[src/rtl/operand_select_pkg.sv]
// Shared parameters, source-2 select encodings and data word type for the operand-fetch stage.
package operand_select_pkg;

    localparam int DATA_W = 8;
    localparam int NREGS  = 4;
    localparam int IDX_W  = 2;

    localparam logic SRC2_REG = 1'b0;
    localparam logic SRC2_IMM = 1'b1;

    typedef logic [DATA_W-1:0] data_t;

endpackage : operand_select_pkg

[src/rtl/operand_select_sel_mux_n.sv]
// sel_mux_n: NREGS:1 word mux over a flattened register image; an index past the last
// register selects zero so non-power-of-two register counts stay well defined.
module sel_mux_n
    import operand_select_pkg::*;
#(
    parameter int DATA_W = operand_select_pkg::DATA_W,
    parameter int NREGS  = operand_select_pkg::NREGS,
    parameter int IDX_W  = operand_select_pkg::IDX_W
) (
    input  logic [NREGS*DATA_W-1:0] iREGS,
    input  logic [IDX_W-1:0]        iIDX,
    output logic [DATA_W-1:0]       oVAL
);

    // Index decode: the default of zero covers any index with no matching register.
    always_comb begin
        oVAL = {DATA_W{1'b0}};
        for (int k = 0; k < NREGS; k++) begin
            if (iIDX == IDX_W'(k)) begin
                oVAL = iREGS[k*DATA_W +: DATA_W];
            end else begin
                oVAL = oVAL;
            end
        end
    end

endmodule : sel_mux_n

[src/rtl/operand_select.sv]
// operand_select: operand-fetch stage, two register-index muxes plus an immediate select,
// registered one cycle ahead of execute. Define OPSEL_FORWARD_EN for same-cycle writeback forwarding.
module operand_select
    import operand_select_pkg::*;
#(
    parameter int DATA_W = operand_select_pkg::DATA_W,
    parameter int NREGS  = operand_select_pkg::NREGS,
    parameter int IDX_W  = operand_select_pkg::IDX_W
) (
    input  logic                    iCLK,
    input  logic                    iRST_N,
    input  logic [NREGS*DATA_W-1:0] iREGS,
    input  logic                    iEN,
    input  logic [IDX_W-1:0]        iSOURCE1_IDX,
    input  logic [IDX_W-1:0]        iSOURCE2_IDX,
    input  logic [DATA_W-1:0]       iIMM_VAL,
    input  logic                    iSRC2_IS_IMM,
    input  logic                    iWB_EN,
    input  logic [IDX_W-1:0]        iWB_IDX,
    input  logic [DATA_W-1:0]       iWB_VAL,
    output logic [DATA_W-1:0]       oSOURCE1_VAL,
    output logic [DATA_W-1:0]       oSOURCE2_VAL,
    output logic                    oVALID
);

    logic [DATA_W-1:0] mux1Val_s;
    logic [DATA_W-1:0] mux2RegVal_s;
    logic [DATA_W-1:0] src1Val_s;
    logic [DATA_W-1:0] src2RegVal_s;
    logic [DATA_W-1:0] src2Val_s;
    logic [DATA_W-1:0] src1Val_r;
    logic [DATA_W-1:0] src2Val_r;
    logic              valid_r;

    sel_mux_n #(
        .DATA_W (DATA_W),
        .NREGS  (NREGS),
        .IDX_W  (IDX_W)
    ) uSrc1Mux (
        .iREGS (iREGS),
        .iIDX  (iSOURCE1_IDX),
        .oVAL  (mux1Val_s)
    );

    sel_mux_n #(
        .DATA_W (DATA_W),
        .NREGS  (NREGS),
        .IDX_W  (IDX_W)
    ) uSrc2Mux (
        .iREGS (iREGS),
        .iIDX  (iSOURCE2_IDX),
        .oVAL  (mux2RegVal_s)
    );

`ifdef OPSEL_FORWARD_EN
    // Writeback forwarding: a value being written this cycle beats the stale register image.
    always_comb begin
        src1Val_s    = mux1Val_s;
        src2RegVal_s = mux2RegVal_s;
        if (iWB_EN && (iWB_IDX == iSOURCE1_IDX)) begin
            src1Val_s = iWB_VAL;
        end else begin
            src1Val_s = mux1Val_s;
        end
        if (iWB_EN && (iWB_IDX == iSOURCE2_IDX)) begin
            src2RegVal_s = iWB_VAL;
        end else begin
            src2RegVal_s = mux2RegVal_s;
        end
    end
`else
    logic unusedWb_s;

    assign unusedWb_s   = ^{iWB_EN, iWB_IDX, iWB_VAL};
    assign src1Val_s    = mux1Val_s;
    assign src2RegVal_s = mux2RegVal_s;
`endif

    // Source-2 select: the immediate wins outright, the register path is ignored then.
    always_comb begin
        src2Val_s = src2RegVal_s;
        case (iSRC2_IS_IMM)
            SRC2_IMM: src2Val_s = iIMM_VAL;
            SRC2_REG: src2Val_s = src2RegVal_s;
            default:  src2Val_s = src2RegVal_s;
        endcase
    end

    // Operand capture: load on enable, hold otherwise; valid is a one-cycle strobe.
    always_ff @(posedge iCLK or negedge iRST_N) begin
        if (!iRST_N) begin
            src1Val_r <= {DATA_W{1'b0}};
            src2Val_r <= {DATA_W{1'b0}};
            valid_r   <= 1'b0;
        end else if (iEN) begin
            src1Val_r <= src1Val_s;
            src2Val_r <= src2Val_s;
            valid_r   <= 1'b1;
        end else begin
            src1Val_r <= src1Val_r;
            src2Val_r <= src2Val_r;
            valid_r   <= 1'b0;
        end
    end

    assign oSOURCE1_VAL = src1Val_r;
    assign oSOURCE2_VAL = src2Val_r;
    assign oVALID       = valid_r;

endmodule : operand_select

[config.mk]
export PLATFORM = sky130hd
export DESIGN_NAME = operand_select
export DESIGN_NICKNAME = d
export VERILOG_FILES = /design/src/rtl/operand_select_pkg.sv /design/src/rtl/operand_select_sel_mux_n.sv /design/src/rtl/operand_select.sv
export SDC_FILE = /design/constraint.sdc
export NUM_CORES = 1
export LEC_CHECK = 0
export BUFFER_PORTS_ARGS = -buffer_cell sky130_fd_sc_hd__buf_4
export CAP_MARGIN = 10
export CORE_UTILIZATION = 36
export DETAILED_ROUTE_END_ITERATION = 7
export PLACE_DENSITY = 0.84
export SYNTH_ARGS = -nofsm -noshare
export SYNTH_HDL_FRONTEND = slang
export SYNTH_SLANG_ARGS = --single-unit
[constraint.sdc]
create_clock -name iCLK -period 0.8 [get_ports iCLK]
set_input_delay 0.12 -clock iCLK [delete_from_list [all_inputs] [get_ports iCLK]]
set_output_delay 0.12 -clock iCLK [all_outputs]
set_load 0.01 [all_outputs]
* After elaboration in Yosys (flattened, before gate mapping)
Cells that the tools add are included.
** Word-level totals
- Register bits after elaboration :: 17
- Logic and storage cells :: 22
- Output and inout port bits :: 17
** Cells by class
- Equality and inequality tests :: 6
- Reduce and logical (&&, ||, !) cells :: 2
- Multiplexer cells :: 10
- Bitwise operators :: 1
** Operator list (number)
- 2-to-1 mux 8 bit :: 8
- one-hot mux 8 bit (2 select lines) :: 1
- equality test 2 bit (second input constant) :: 4
- equality test 2 x 1 -> 1 bit (second input constant) :: 2
- zero test 2 bit :: 2
- 2-to-1 mux 1 bit :: 1
- NOT 1 bit :: 1

* Logic depth before layout (Yosys ltp)
Gate-level depths: netlist of the first run.
- Word-level depth :: 6
- Mapped depth :: 3
- Depth with buffers taken out :: 2

* By module
From an unflattened synthesis of the first run, not the netlist that was laid out.
** Second synthesis, totals
- Cells, all modules :: 73
- Area total of the unflattened synthesis :: 1114.8 um^2
** Modules (own cells, without submodules)
- operand_select :: instances 1, area each 721.9 um^2, cells an instance 53
- sel_mux_n :: instances 2, area each 196.4 um^2, cells an instance 10

* Least setup slack after synthesis of the first run
No wires, ideal clock.
- Kind :: input -> register
- From :: input iSOURCE2_IDX[0]
- To :: register src2Val_r[0], in the netlist oSOURCE2_VAL[0]
- Slack :: -378 ps
- Cell stages on the path :: 3
- Buffers on the path :: 1
- Data arrival time :: 1052 ps
- Cells stage by stage :: buf_6 > mux4_2 > a221o_1
** On the way
- Longest elaborated chain between the ends :: 6
- Elaborated cells on any way between the ends :: 9
- Classes of those cells :: 3 x eq/ne; 5 x mux; 1 x reduce/logical
** Ends and longest elaborated chain
- start: declaration :: line operand_select.sv:15 : input logic [IDX_W-1:0] iSOURCE2_IDX,
- zero test 2 bit :: line operand_select_sel_mux_n.sv:19 : if (iIDX == IDX_W'(k)) begin
- 2-to-1 mux 8 bit (3 in series) :: line operand_select_sel_mux_n.sv:19
- 2-to-1 mux 8 bit (*) :: line operand_select_sel_mux_n.sv:19
- one-hot mux 8 bit (2 select lines) (*) :: line operand_select.sv:82 : case (iSRC2_IS_IMM)
- end signal: assignment :: line operand_select.sv:93 : src2Val_r <= {DATA_W{1'b0}};
- end signal: assignment :: line operand_select.sv:97 : src2Val_r <= src2Val_s;
- end signal: assignment :: line operand_select.sv:101 : src2Val_r <= src2Val_r;
- end: declaration :: line operand_select.sv:32 : logic [DATA_W-1:0] src2Val_r;
Mark *: on every way between the ends. The rest lies on a longest branch, timed or not.
A chain may end at the register's enable or synchronous reset.

* Worst setup path in the final report of the first run
- From :: register src2Val_r[3], in the netlist oSOURCE2_VAL[3]
- To :: output oSOURCE2_VAL[3]
** RTL lines
- end: declaration :: line operand_select.sv:22 : output logic [DATA_W-1:0] oSOURCE2_VAL,
No word-level cell between the ends.

==> results of run 1 <==
-- per-layer routing --
metal  part of all wire, %  track usage [%]  vias up
met4                   1.5             7.14        0
met5                     0                0        -
li1                      -                -      449
met2                    51             34.0       67
met3                   8.1             4.61        5
met1                    40             28.8      528
-- worst min-delay path by stage --
stage / end / slack, ns / cells past startpoint
after detailed placement: oSOURCE1_VAL[5] / -0.004 / 1
after global placement: oSOURCE1_VAL[1] / -0.004 / 1
after floorplan: oSOURCE1_VAL[0] / -0.18 / 0
after CTS: oVALID / 0.02 / 1
final: oVALID / 0.02 / 1
after global routing: oVALID / 0.02 / 1
-- report_power, final --
group	leakage [nW]	internal, mW	total (mW)	switching [mW]
clock network	0.0150	0.195	0.499	0.304
registers	0.203	0.973	1.07	0.0985
logic	0.723	0.857	1.23	0.376
-- area by class of cell --
class / instances / share of cell area, %
Clock buffer: 4 / 1.36
Inverter: 1 / 0.194
Multi-Input combinational cell: 41 / 31.9
Sequential cell: 17 / 22.0
Tap cell: 31 / 2.00
Timing Repair Buffer: 89 / 42.5
-- Yosys cell counts --
cell	n	area share (%)
sky130_fd_sc_hd__clkbuf_8	2	2.6
sky130_fd_sc_hd__and2b_2	1	0.81
sky130_fd_sc_hd__and3_1	6	3.5
sky130_fd_sc_hd__dfrtp_1	17	40
sky130_fd_sc_hd__and3_2	2	1.4
sky130_fd_sc_hd__clkbuf_1	1	0.35
sky130_fd_sc_hd__a221o_1	8	7.4
sky130_fd_sc_hd__buf_6	1	1.0
sky130_fd_sc_hd__mux4_2	16	33
sky130_fd_sc_hd__mux2_2	8	8.4
sky130_fd_sc_hd__clkbuf_2	1	0.46
sky130_fd_sc_hd__inv_1	1	0.35
sky130_fd_sc_hd__buf_4	1	0.70
-- stage by stage --
step / TNS [ns] / area (um2) / setup WS (ns) / util (%) / hold WS (ns)
after global placement: -6.72 / 1630 / -0.435 / 58.1 / -0.00366
after detailed placement: -7.09 / 1630 / -0.465 / 58.1 / -0.00449
final: -5.33 / 1940 / -0.283 / 69.0 / 0.0199
after CTS: -4.72 / 1900 / -0.262 / 67.7 / 0.0245
after floorplan: -4.85 / 1100 / -0.320 / - / -0.176
after global routing: -6.04 / 1940 / -0.310 / 69.0 / 0.0174
-- state kept, by name, indices dropped and copies added, names as in the netlist --
name and cells:
oSOURCE1_VAL 8, oSOURCE2_VAL 8, oVALID 1
-- logic make-up after synthesis --
group                  after synthesis  share of synthesized area [%]
multiplexers                        24                           41.9
flip-flops                          17                           39.5
AND/OR/NAND/NOR                      9                           5.70
AO/OA/AOI/OAI                        8                           7.44
buffers and inverters                7                           5.46
-- repair_timing --
| action | CTS | global route |
|---|---|---|
| endpoints found under the hold margin | 17 | 0 |
| setup endpoints to repair | 33 | 32 |
| pin swaps | 8 | 2 |
| gates resized for setup | 41 | 7 |
| setup buffers | 10 | 3 |
| hold buffers | 1 | 0 |
-- placed cells by master, fill, tap and decap left out --
cell,count
sky130_fd_sc_hd__clkbuf_4,3
sky130_fd_sc_hd__buf_12,2
sky130_fd_sc_hd__clkbuf_1,1
sky130_fd_sc_hd__and3_1,6
sky130_fd_sc_hd__and2b_2,1
sky130_fd_sc_hd__buf_4,52
sky130_fd_sc_hd__and3_2,2
sky130_fd_sc_hd__mux2_2,1
sky130_fd_sc_hd__dlygate4sd3_1,1
sky130_fd_sc_hd__a221o_1,8
sky130_fd_sc_hd__mux4_2,16
sky130_fd_sc_hd__buf_6,34
sky130_fd_sc_hd__mux2_4,7
sky130_fd_sc_hd__inv_1,1
sky130_fd_sc_hd__dfrtp_1,17
==> results.md, run 1 <==
- Clock buffers created by TritonCTS: 3
- Class of the tightest hold or removal check: in2reg
- Power, Total: 2.80 mW
- Number of cells produced by synthesis: 65
- Min setup slack post-route: -0.283 ns
- Power per unit of standard cell area: 1450 nW/um2
- Cell Count, Final, Fillers Out: 183
- Count of cell types in the netlist: 13
- Overall routing resource usage: 21.3%
- Effective utilization at floorplan: 38.4%
- Area of the placeable core: roughly 2800 um2
- Required time at the worst-slack endpoint: just under 0.7 ns
- Number of flip-flops and latches in the synthesized netlist: 17
- Share of layout cells above drive strength 1: between 70% and 80%
- Net total in the final layout: 212
- First-pass GRT wire length: 5.07 mm
- DRC violations left: 6
- Peak ir drop on the vdd network: 0.00107 V
- Clock slew at the register clock pins of the worst setup and hold paths: 0.11 ns
- Failing checks: design-rule violations, negative setup slack
- First-pass detailed-route iteration total: 8
- Final hold violations: 0
- Number of clock sinks seen by CTS: 17
- Crit path to: oSOURCE2_VAL[3]
- Clock tree from TritonCTS: built
- List of cells traversed by the critical path: buf_6, buf_6
- Max clock buf depth: 2
- DIE WIDTH: 56.7 um
- Ports placed on the boundary: 76
- Start point of the worst hold path: iEN
- Total wire length after detailed routing: approximately 3.5 mm
- Capturing point of the worst reg2reg path: oSOURCE2_VAL[3]
- Fmax: ~0.92 GHz
- 1st-iter DRT viols: 48
- Vias: 1049
- Reg2reg start: oSOURCE2_VAL[3]
- Vias per std cell: 5.73
- Static Leak: 0.942 nW
- Count of nets left with antenna violations after detail routing: 0
- Clock latency on the worst-skew pair: approximately 0.31 ns
- Antenna violations before repair: 0
- Number of fillers in the final layout: 196
- Diode insertion count for antenna repair: 0
- RSZ-0062 raised after global routing: true
- Die Y: 56.7 um
- Max stage delay cell, worst path: sky130_fd_sc_hd__dfrtp_1
- CP Depth: 2
- Status: complete, but fails checks
- Portion of the post-synthesis area used by sequential elements: 39.5%
- Final cycle utilization of the critical path: 135%
- Arr. time, crit path: 0.96 ns
- Worst setup skew after layout: 0 ns
- Via count of the first global-routing pass: 1077
- Multi-input combinational cell area: ~600 um2
- Register area: 425 um2
- Kind of cell adding the most delay to the critical path: flip-flops
- Min Clock Period, post-route: 1.08 ns
- Buffer cell driving the clock tree root: sky130_fd_sc_hd__clkbuf_4
- Number of buffer and inverter instances along the worst setup path: 2
- Area growth from synthesis to layout: 79.9%
- Cell Area, Synth: 1080 um2
- CTS H-tree depth: 1
- Relative slew slack: 80.5%
- Weighted congestion reported at the end of routability-driven placement: 0.885
- Nature of the critical path endpoint: primary output
- Average routed wire per standard cell: 18.9 um
- Max FO, Critical Path: 2
- Critical path class: reg2out
- Startpoint types: flip-flop
- Final setup fails: 30
- Crit path largest cell delay: ~0.42 ns
- Actual slew at the worst max-slew pin: 0.293 ns
- HPWL reported at the end of detailed placement: 2.42 mm
- Number of nets produced by synthesis: 124
- Overflow left after global routing: 0
- Average footprint of a synthesized cell: 16.6 um2
- Worst Reg-to-Reg Cells: 3
- Pin count of the biggest net entering global routing: 18
- IO buf count: 64
- Synth warnings: 0
- Die area: between 3000 and 4000 um2
- Worst setup path startpoint: oSOURCE2_VAL[3]
- Setup slack, reg-to-reg: -0.28 ns
- Max-slew violation count: 0
- Number of cells in the design after placement: 166
- Most frequent CP cell: sky130_fd_sc_hd__buf_6
- Maximum Capacitance Violations: 0
- Site Rows: 19
Note: power is estimated with default switching activity, not from simulation.
==> run 2: changes to the inputs <==
==> constraint.sdc (replaced) <==
create_clock -name iCLK -period 0.8 [get_ports iCLK]
set_input_delay 0 -clock iCLK [delete_from_list [all_inputs] [get_ports iCLK]]
set_output_delay 0 -clock iCLK [all_outputs]
set_load 0.01 [all_outputs]
==> run 2 against run 1 <==
  * The flow still finishes with violations (design-rule violations, negative setup slack)
  * Critical endpoint is now oSOURCE2_VAL[0]
  * Clock skew unchanged
  * Utilization is 5.8 points lower
  * Count of clock-buffer cells in the layout unchanged
  * Final area down 8.3%
  * First-iteration DRC count shrank 19%
  * Via count shrank 7.7%
  * Die area did not move
  * Final cell count decreased by 6.0%
==> results.md, run 2 (synthesis results as in run 1) <==
- Most frequent CP cell: sky130_fd_sc_hd__buf_6
- Die Y: 56.7 um (unchanged)
- Total wire length after detailed routing: 2.96 mm (-15%)
- Vias: 968 (-7.7%)
- Area of the placeable core: 2810 um2 (unchanged)
- Number of clock sinks seen by CTS: 17 (unchanged)
- Max stage delay cell, worst path: sky130_fd_sc_hd__dfrtp_1
- Maximum Capacitance Violations: 0 (unchanged)
- Arr. time, crit path: 0.95 ns (about the same)
- Effective utilization at floorplan: 38.4% (unchanged)
- Min Clock Period, post-route: 0.948 ns (-0.135 ns)
- Design Area, Final: 1770 um2 (-8.3%)
- Net total in the final layout: 201 (-5.2%)
- Relative slew slack: 84.9% (+4.5 points)
- Overall routing resource usage: 20.3% (-1.0 points)
- Area growth from synthesis to layout: 64.9%
- Number of fillers in the final layout: 228 (+16%)
- Top library cells by usage in the layout, fill and taps aside: 50 x sky130_fd_sc_hd__buf_4, 26 x sky130_fd_sc_hd__buf_6, 17 x sky130_fd_sc_hd__dfrtp_1
- Site Rows: 19 (unchanged)
- Startpoint types: flip-flop
- Fmax: 1.05 GHz (+14%)
- Total placed instance area: 1630 um2 (unchanged)
- Ports placed on the boundary: 76 (unchanged)
- Worst setup skew after layout: 0 ns (unchanged)
- Die area: 3210 um2 (unchanged)
- Final setup fails: 24 (-20%)
- DIE WIDTH: 56.7 um (unchanged)
- Final cycle utilization of the critical path: 118% (-17 points)
- Via count of the first global-routing pass: 1034 (-4.0%)
- Final hold violations: 0 (unchanged)
- Peak ir drop on the vdd network: 0.000999 V (-6.7%)
- Actual slew at the worst max-slew pin: 0.226 ns (-0.0667 ns)
- RSZ-0062 raised after global routing: true
- Post-CTS setup buffers: 0 (-10)
- Power per unit of standard cell area: 1440 nW/um2 (-0.72%)
- Clock latency on the worst-skew pair: 0.30 ns (about the same)
- Worst slack after detailed placement: -0.361 ns (+0.103 ns)
- IO buf count: 64 (unchanged)
- Min setup slack post-route: -0.148 ns (+0.135 ns)
- Critical path class: reg2out
- Average routed wire per standard cell: 17.2 um (-9.2%)
- Clock slew at the register clock pins of the worst setup and hold paths: 0.10 ns (about the same)
- 1st-iter DRT viols: 39 (-19%)
- Most common library cell in the layout ignoring fill and taps: sky130_fd_sc_hd__buf_4
- Antenna violations before repair: 0 (unchanged)
- Nature of the critical path endpoint: primary output
- Clock buffers created by TritonCTS: 3 (unchanged)
- Max clock buf depth: 2 (unchanged)
- HPWL reported at the end of detailed placement: 2.39 mm (-0.89%)
- DRC violations left: 6 (unchanged)
- Clock tree from TritonCTS: built
- Overflow left after global routing: 0 (unchanged)
- Worst Reg-to-Reg Cells: 1 (-2)
- Buffer cell driving the clock tree root: sky130_fd_sc_hd__clkbuf_4
- Pin count of the biggest net entering global routing: 18 (unchanged)
- Failing checks: design-rule violations, negative setup slack
- Number of cells on the worst hold path: 3 (+2)
- Max FO, Critical Path: 2 (unchanged)
- Register area: 425 um2 (unchanged)
- Required time at the worst-slack endpoint: 0.80 ns (+0.12 ns)
- Diode insertion count for antenna repair: 0 (unchanged)
- Status: complete, but fails checks
- Static Leak: 0.838 nW (-11%)
- Weighted congestion reported at the end of routability-driven placement: 0.883 (-0.14%)
- CTS H-tree depth: 1 (unchanged)
- Crit path largest cell delay: 0.42 ns (about the same)
- Multi-input combinational cell area: 592 um2 (-4.3%)
- Vias per std cell: 5.63 (-1.8%)
- List of cells traversed by the critical path: buf_6, buf_6
- Count of nets left with antenna violations after detail routing: 0 (unchanged)
- First-pass detailed-route iteration total: 6 (-2)
- Class of the tightest hold or removal check: in2reg
- Share of layout cells above drive strength 1: 75.2% (-2.5 points)
- First-pass GRT wire length: 4.81 mm (-5.2%)
- Max-slew violation count: 0 (unchanged)
## run 2: cell count changes in the layout (fill, tap and decap cells not counted), sizes merged
cell,delta
buf,-12
dlygate4sd3,+1
## run 2: repair_timing
action | CTS | global route
setup endpoints to repair | 26 | 29
resized for setup | 26 | 0
hold buffers | 2 | 0
endpoints found under the hold margin | 18 | 0
pin swaps | 7 | 0
## run 2: final cells by class
cell class                      count  share of cell area [%]
Inverter                            1                   0.212
Sequential cell                    17                    24.0
Timing Repair Buffer               78                    38.8
Tap cell                           31                    2.19
Clock buffer                        4                    1.48
Multi-Input combinational cell     41                    33.4
## run 2: layer usage
metal / routed length, um / global-route usage (%) / vias to the layer above
met2: 1460 / 32.3 / 59
met5: 0 / 0 / -
met1: 1170 / 26.6 / 474
li1: - / - / 430
met3: 271 / 4.15 / 5
met4: 57 / 9.29 / 0
## run 2: final timing paths
kind | end | start | slack, ns
worst max register to register | oSOURCE2_VAL[0] | oSOURCE2_VAL[0] | -0.09
worst max-delay path | oSOURCE2_VAL[0] | oSOURCE2_VAL[0] | -0.15
worst min register to register | oSOURCE1_VAL[0] | oSOURCE1_VAL[0] | 0.54
min in group asynchronous | oSOURCE1_VAL[5] | iRST_N | 0.09
max in group asynchronous | oSOURCE1_VAL[6] | iRST_N | 0.51
worst min-delay path | oSOURCE2_VAL[1] | iIMM_VAL[1] | 0.05
## run 2: where the power goes
| part | leakage, nW | switching (mW) | internal [mW] |
|---|---|---|---|
| Sequential | 0.203 | 0.0896 | 0.973 |
| Clock | 0.0150 | 0.283 | 0.194 |
| Combinational | 0.620 | 0.324 | 0.687 |
## run 2: per-stage QoR
stage	std cells	util (%)	hold WS [ns]	setup TNS [ns]	power, mW
after global placement	166	58.1	-0.124	-4.80	1.93
final	172	63.2	0.0483	-1.64	2.55
after CTS	172	63.2	0.0449	-1.70	2.56
after detailed placement	166	58.1	-0.121	-5.16	1.95
after global routing	172	63.2	0.0521	-2.34	2.67
after floorplan	65	-	-0.296	-2.93	1.44
## run 2: worst max-delay path: cells and delay by family, from the launching register on
| kind | cells | cell delay [ns] |
|---|---|---|
| flops | 1 | 0.42 |
| buf+inv | 2 | 0.23 |
